$ cat src/rtl/lsu_wb.sv
// Load/store + writeback stage: one instruction per EX handshake, req/ack memory bus, registered RF write port.
// Optional misalignment trap enabled by defining LSU_MISALIGN_TRAP_EN; otherwise misaligned addresses are forced aligned.
module lsu_wb #(
    parameter int XLEN   = 32,
    parameter int REG_AW = 5
) (
    input  logic              clk,
    input  logic              rst,
    input  logic              ex_valid_i,
    output logic              ex_ready_o,
    input  logic              ex_wreg_i,
    input  logic [REG_AW-1:0] ex_wd_i,
    input  logic [XLEN-1:0]   ex_wdata_i,
    input  logic [3:0]        ex_memop_i,
    input  logic [XLEN-1:0]   ex_sdata_i,
    output logic              mem_req_o,
    output logic              mem_we_o,
    output logic [XLEN-1:0]   mem_addr_o,
    output logic [3:0]        mem_be_o,
    output logic [XLEN-1:0]   mem_wdata_o,
    input  logic              mem_ack_i,
    input  logic [XLEN-1:0]   mem_rdata_i,
    output logic              we_o,
    output logic [REG_AW-1:0] wd_o,
    output logic [XLEN-1:0]   wdata_o,
    output logic              misalign_o
);

    localparam logic [0:0] IDLE = 1'b0;
    localparam logic [0:0] BUSY = 1'b1;

    localparam logic [3:0] OP_LB  = 4'h1;
    localparam logic [3:0] OP_LH  = 4'h2;
    localparam logic [3:0] OP_LW  = 4'h3;
    localparam logic [3:0] OP_LBU = 4'h4;
    localparam logic [3:0] OP_LHU = 4'h5;
    localparam logic [3:0] OP_SB  = 4'h9;
    localparam logic [3:0] OP_SH  = 4'hA;
    localparam logic [3:0] OP_SW  = 4'hB;

    logic [0:0]        state;
    logic [3:0]        op_q;
    logic [REG_AW-1:0] wd_q;

    logic              is_load;
    logic              is_store;
    logic              size_half;
    logic              size_word;
    logic              misaligned;
    logic [XLEN-1:0]   eff_addr;
    logic [3:0]        be;
    logic [XLEN-1:0]   store_data;
    logic [7:0]        byte_sel;
    logic [15:0]       half_sel;
    logic [XLEN-1:0]   load_data;
    logic              accept;

    assign ex_ready_o = (state == IDLE) && !rst;
    assign accept     = ex_valid_i && ex_ready_o;

    // Unknown op codes fall through with all flags clear and behave as NONE.
    always_comb begin
        is_load   = 1'b0;
        is_store  = 1'b0;
        size_half = 1'b0;
        size_word = 1'b0;
        case (ex_memop_i)
            OP_LB, OP_LBU: is_load = 1'b1;
            OP_LH, OP_LHU: begin is_load = 1'b1; size_half = 1'b1; end
            OP_LW:         begin is_load = 1'b1; size_word = 1'b1; end
            OP_SB:         is_store = 1'b1;
            OP_SH:         begin is_store = 1'b1; size_half = 1'b1; end
            OP_SW:         begin is_store = 1'b1; size_word = 1'b1; end
            default:       ;
        endcase
    end

`ifdef LSU_MISALIGN_TRAP_EN
    assign misaligned = (size_half && ex_wdata_i[0]) || (size_word && (ex_wdata_i[1:0] != 2'b00));
    assign eff_addr   = ex_wdata_i;
`else
    // Without the trap, low address bits below the access size are simply dropped.
    assign misaligned = 1'b0;
    assign eff_addr   = {ex_wdata_i[XLEN-1:2],
                         ex_wdata_i[1] & ~size_word,
                         ex_wdata_i[0] & ~(size_word | size_half)};
`endif

    always_comb begin
        if (size_word) begin
            be         = 4'b1111;
            store_data = ex_sdata_i;
        end else if (size_half) begin
            be         = eff_addr[1] ? 4'b1100 : 4'b0011;
            store_data = {(XLEN/16){ex_sdata_i[15:0]}};
        end else begin
            be         = 4'b0001 << eff_addr[1:0];
            store_data = {(XLEN/8){ex_sdata_i[7:0]}};
        end
    end

    // Lane selection uses the latched bus address so it matches the request in flight.
    always_comb begin
        case (mem_addr_o[1:0])
            2'd0:    byte_sel = mem_rdata_i[7:0];
            2'd1:    byte_sel = mem_rdata_i[15:8];
            2'd2:    byte_sel = mem_rdata_i[23:16];
            default: byte_sel = mem_rdata_i[31:24];
        endcase
        half_sel = mem_addr_o[1] ? mem_rdata_i[31:16] : mem_rdata_i[15:0];
        case (op_q)
            OP_LB:   load_data = {{(XLEN-8){byte_sel[7]}}, byte_sel};
            OP_LBU:  load_data = {{(XLEN-8){1'b0}}, byte_sel};
            OP_LH:   load_data = {{(XLEN-16){half_sel[15]}}, half_sel};
            OP_LHU:  load_data = {{(XLEN-16){1'b0}}, half_sel};
            default: load_data = mem_rdata_i;
        endcase
    end

    always_ff @(posedge clk) begin
        if (rst) begin
            state       <= IDLE;
            op_q        <= 4'h0;
            wd_q        <= '0;
            mem_req_o   <= 1'b0;
            mem_we_o    <= 1'b0;
            mem_addr_o  <= '0;
            mem_be_o    <= 4'h0;
            mem_wdata_o <= '0;
            we_o        <= 1'b0;
            wd_o        <= '0;
            wdata_o     <= '0;
            misalign_o  <= 1'b0;
        end else begin
            we_o       <= 1'b0;
            misalign_o <= 1'b0;
            case (state)
                IDLE: begin
                    if (accept) begin
                        if (!(is_load || is_store)) begin
                            we_o    <= ex_wreg_i && (ex_wd_i != '0);
                            wd_o    <= ex_wd_i;
                            wdata_o <= ex_wdata_i;
                        end else if (misaligned) begin
                            misalign_o <= 1'b1;
                        end else begin
                            state       <= BUSY;
                            op_q        <= ex_memop_i;
                            wd_q        <= ex_wd_i;
                            mem_req_o   <= 1'b1;
                            mem_we_o    <= is_store;
                            mem_addr_o  <= eff_addr;
                            mem_be_o    <= be;
                            mem_wdata_o <= store_data;
                        end
                    end
                end
                BUSY: begin
                    if (mem_ack_i) begin
                        state     <= IDLE;
                        mem_req_o <= 1'b0;
                        if (!mem_we_o) begin
                            we_o    <= (wd_q != '0);
                            wd_o    <= wd_q;
                            wdata_o <= load_data;
                        end
                    end
                end
                default: state <= IDLE;
            endcase
        end
    end

endmodule

$ cat config.mk
export PLATFORM = sky130hd
export DESIGN_NAME = lsu_wb
export DESIGN_NICKNAME = d
export VERILOG_FILES = /design/src/rtl/lsu_wb.sv
export SDC_FILE = /design/constraint.sdc
export NUM_CORES = 1
export LEC_CHECK = 0
export CAP_MARGIN = 10
export CORE_ASPECT_RATIO = 1.4
export CORE_UTILIZATION = 40
export CTS_CLUSTER_DIAMETER = 60
export DETAILED_ROUTE_END_ITERATION = 10
export GPL_TIMING_DRIVEN = 1
export PLACE_DENSITY = 0.75
export SLEW_MARGIN = 20
export SYNTH_ARGS = -nofsm -noshare
export SYNTH_HDL_FRONTEND = slang
export SYNTH_SLANG_ARGS = --single-unit
$ cat constraint.sdc
create_clock -name clk -period 2.7 [get_ports clk]
set_clock_uncertainty 0.2 [all_clocks]
set_input_delay 0.81 -clock clk [delete_from_list [all_inputs] [get_ports clk]]
set_output_delay 0.81 -clock clk [all_outputs]
set_load 0.03 [all_outputs]
==> results by stage <==
Worst setup path:
- The kind of end point of the critical path is a register.
- The delay of the slowest cell on the worst path is 590 ps.
- Walking the worst path, the cells encountered are clkdlybuf4s50_1 -> or3b_2 -> nand3_1 -> a21oi_1 -> a211oi_1 -> buf_4 -> nor3_1.
- The largest fanout on the critical path is 9.
- The largest delay contributor family on the critical path is simple AND/OR/NAND/NOR gates.
- The required arrival time at the worst endpoint is 2780 ps.
- Together, buffers and inverters on the worst path number 2.
- The data arrival time of the worst path is 2770 ps.
- STA classifies the critical path startpoint as an input pin.
- The critical path is of the in2reg type.
- The slowest cell on the critical path is sky130_fd_sc_hd__or3b_2.

Die:
- The floorplan has 50 rows.
- After floorplanning, the core was sized to cover 13,500 um2.
- The horizontal die dimension is 102 um.
- The number of top-level pins is 220.
- The initial cell density of the core is 0.413.
- The die outline area is 14,400 um2.
- The die outline height is 141 um.

STA:
- Derived from the worst setup path, the maximum achievable clock frequency is 371 MHz.
- The final count of pins violating max slew is 0.
- For the pin with the worst max-slew slack, the measured transition is 590 ps.
- The hold violation count in the final report came to 0.
- Dividing the final minimum period by the clock period gives 0.999.
- Setup violations remaining at the end of the flow were counted as 0.
- The worst path needs 2700 ps of the cycle, external delays included.
- Measured against its own limit, the worst slew margin works out to 0.601.
- Setup repair after global routing could not meet its margin everywhere.

Status:
- The run finished with clean final reports.

Final layout:
- The total number of nets in the final design is 1,073.
- The top cell types in the final layout, fill and taps aside, are sky130_fd_sc_hd__clkdlybuf4s50_1, sky130_fd_sc_hd__dfxtp_1, sky130_fd_sc_hd__nand2_1, sky130_fd_sc_hd__a21oi_1, sky130_fd_sc_hd__buf_4.
- The final non-filler cell total is 1,158.
- The count of inserted antenna diode cells is 0.
- The library cell used most frequently in the layout, excluding fill and tap cells, is sky130_fd_sc_hd__clkdlybuf4s50_1.
- The fraction of layout instances using a drive strength above 1 is 0.140.
- The area growth from synthesis to layout is 63.9%.
- Summing all non-filler instances in the final layout gives an area of 9110 um2.
- The number of inserted filler cells in the final layout is 1,095.

Route:
- Using the TritonRoute via totals, the vias-per-cell ratio works out to 5.42.
- The number of nets with antenna violations after detailed routing is 0.
- For this block, the via count after detailed routing is 6,275.
- Dividing the detail-routed wire length by the instance count gives 17.6 um.
- The detailed-route DRC error count is 0.
- The detailed router's first-iteration violation count is 324.
- The pre-antenna-repair detailed-routing pass consisted of 6 iterations.
- The routed wire length is 20,400 um.

Synthesis:
- The distinct cell type count of the synthesized netlist is 50.
- The total standard cell area after synthesis is 5560 um2.
- The number of instances in the synthesized netlist is 705.
- The leading area contributor after synthesis is sky130_fd_sc_hd__dfxtp_1.
- In this run the mean area of a mapped cell was 7.88 um2.
- The total number of yosys warnings is 0.
- Of the synthesized area, sequential elements account for 0.425.
- By area the synthesized netlist is led by sky130_fd_sc_hd__dfxtp_1, sky130_fd_sc_hd__a21oi_1, sky130_fd_sc_hd__nand2_1, sky130_fd_sc_hd__a211oi_1, sky130_fd_sc_hd__nor2_1.
- The top cell type's share of synthesized area is 0.425.
- The number of nets handed over by synthesis was 815.
- The register bit count reported by yosys is 118.

Global routing:
- The first global-routing pass estimated 31,000 um of wire.
- The number of global-route vias before repair is 6,209.
- The residual overflow from global routing is 0.
- The number of antenna violations at the first check in global routing is 0.
- For this run, the total global-route usage over all layers was measured as 0.282.
- Entering global routing, the biggest net connects 52 pins.

Clock tree:
- In this run the post-CTS setup repair buffer count came out at 0.
- TritonCTS built the clock tree.
- The cell at the root of the clock tree is sky130_fd_sc_hd__clkbuf_16.
- The H-tree depth is 4.
- The number of buffers created by CTS is 17.
- The number of buffers on the longest clock path is 2.
- The clock-pin slew on the worst setup and hold paths is 60 ps.
- At the later pin of the worst-skew pair, clock insertion delay measures 410 ps.
- Clock tree synthesis found a total of 118 sinks.

Flow run:
- The count of max-cap constraint violations is 0.

Placement:
- The weighted congestion reported at the end of routability-driven placement is 0.914.
- Summing all placed instances gives a cell area of 8420 um2.
- Input and output buffers added on the ports amount to 218.
- The final HPWL from detailed placement is 14,900 um.
- The placed instance count is 1,123.

Power:
- Across the VDD grid, the largest voltage drop is 0.380 mV.
- The leakage power of the design is 0.00338 uW.
- In this run the power density over the cells is 570 nW/um2.

Hold path:
- The path type of the worst min-delay path is reg2reg.
[area by class of cell]
cell class	instances	area, um2	share of cell area
Tap cell	182	228	0.0250
Multi-Input combinational cell	508	2880	0.316
Inverter	17	63.8	0.00701
Sequential cell	118	2360	0.259
Clock buffer	17	425	0.0467
Clock inverter	15	169	0.0185
Timing Repair Buffer	301	2980	0.328
[worst reg2reg max path: stages (launching register included)]
cell and delay (ps):
sky130_fd_sc_hd__dfxtp_1 440, sky130_fd_sc_hd__nor4b_1 530, sky130_fd_sc_hd__a221o_2 470, sky130_fd_sc_hd__a21oi_1 80
sky130_fd_sc_hd__or3_1 370, sky130_fd_sc_hd__a21oi_1 130
[path summary, 6_finish.rpt]
check                           cells past startpoint         endpoint  slack (ps)           start
worst max-delay path                                7  mem_wdata_o[12]           3   ex_memop_i[1]
worst max register to register                      5      wdata_o[20]         400         op_q[0]
worst min register to register                      2   mem_addr_o[15]         250  mem_addr_o[15]
worst min-delay path                                2   mem_addr_o[15]         250  mem_addr_o[15]
[synthesized netlist by cell type (all sizes together)]
cell type	instances
a211oi	42
a21bo	1
a21o	1
a21oi	104
a221o	1
a221oi	10
a2bb2oi	9
a311oi	7
a31o	1
a31oi	2
and2	4
and3b	2
buf	21
clkbuf	41
conb	1
dfxtp	118
inv	17
mux2	1
mux2i	19
mux4	2
nand2	112
nand2b	2
nand3	9
nand3b	11
nand4	1
nor2	69
nor2b	8
nor3	26
nor3b	3
nor4b	2
nor4bb	1
o211ai	1
o21ai	29
o21ba	1
o21bai	2
o41ai	10
or2	1
or3	8
or3b	2
or4	1
or4bb	1
xor2	1
[power breakdown]
part,switching [uW],internal (uW),leakage [uW],total (uW)
logic,539,496,0.00214,1030
clock network,897,1380,0.000283,2280
registers,52.5,1820,0.000961,1880
total,1490,3700,0.00338,5190
[through the flow]
| step | power (uW) | setup slack (ps) | setup TNS, ps | utilization | hold WS, ps |
|---|---|---|---|---|---|
| 6_report | 5190 | 2.84 | 0 | 0.677 | 252 |
| 5_1_grt | 5370 | -4.65 | -4.65 | 0.677 | 269 |
| 4_1_cts | 5190 | 8.97 | 0 | 0.670 | 253 |
| 3_5_place_dp | 2910 | -432 | -29360 | 0.626 | 246 |
| 3_3_place_gp | 2910 | -438 | -25090 | 0.626 | 239 |
| 2_1_floorplan | 2380 | 121 | 0 | - | 243 |
[logic make-up (layout without fill, tap and decap cells)]
family,after synthesis,count (layout),synth area share
and+or+nand+nor,263,263,0.215
AOI/OAI and AO/OA,221,221,0.251
DFF,118,118,0.425
buffers and inverters,79,350,0.0617
muxes,22,22,0.0443
other,1,1,0.000675
xor gates and xnor gates,1,1,0.00158
[layer usage]
metal,vias up,track usage,share of wire
met5,-,0,0
li1,3012,-,-
met2,312,0.490,0.51
met1,2877,0.300,0.36
met3,74,0.0828,0.080
met4,0,0.159,0.050
[timing repair]
item	4_1_cts	5_1_grt
hold buffers	0	0
gates resized for setup	0	6
setup endpoints to repair	0	7
hold endpoints to repair	0	0
[registers in the layout, summed over array words and instances (netlist names)]
register and flops:
state 1, mem_be_o 4, we_o 1, wd_o 5, mem_we_o 1, op_q 4
mem_addr_o 32, wd_q 5, wdata_o 32, mem_req_o 1, mem_wdata_o 32
Note: power is estimated with default switching activity, not from simulation.
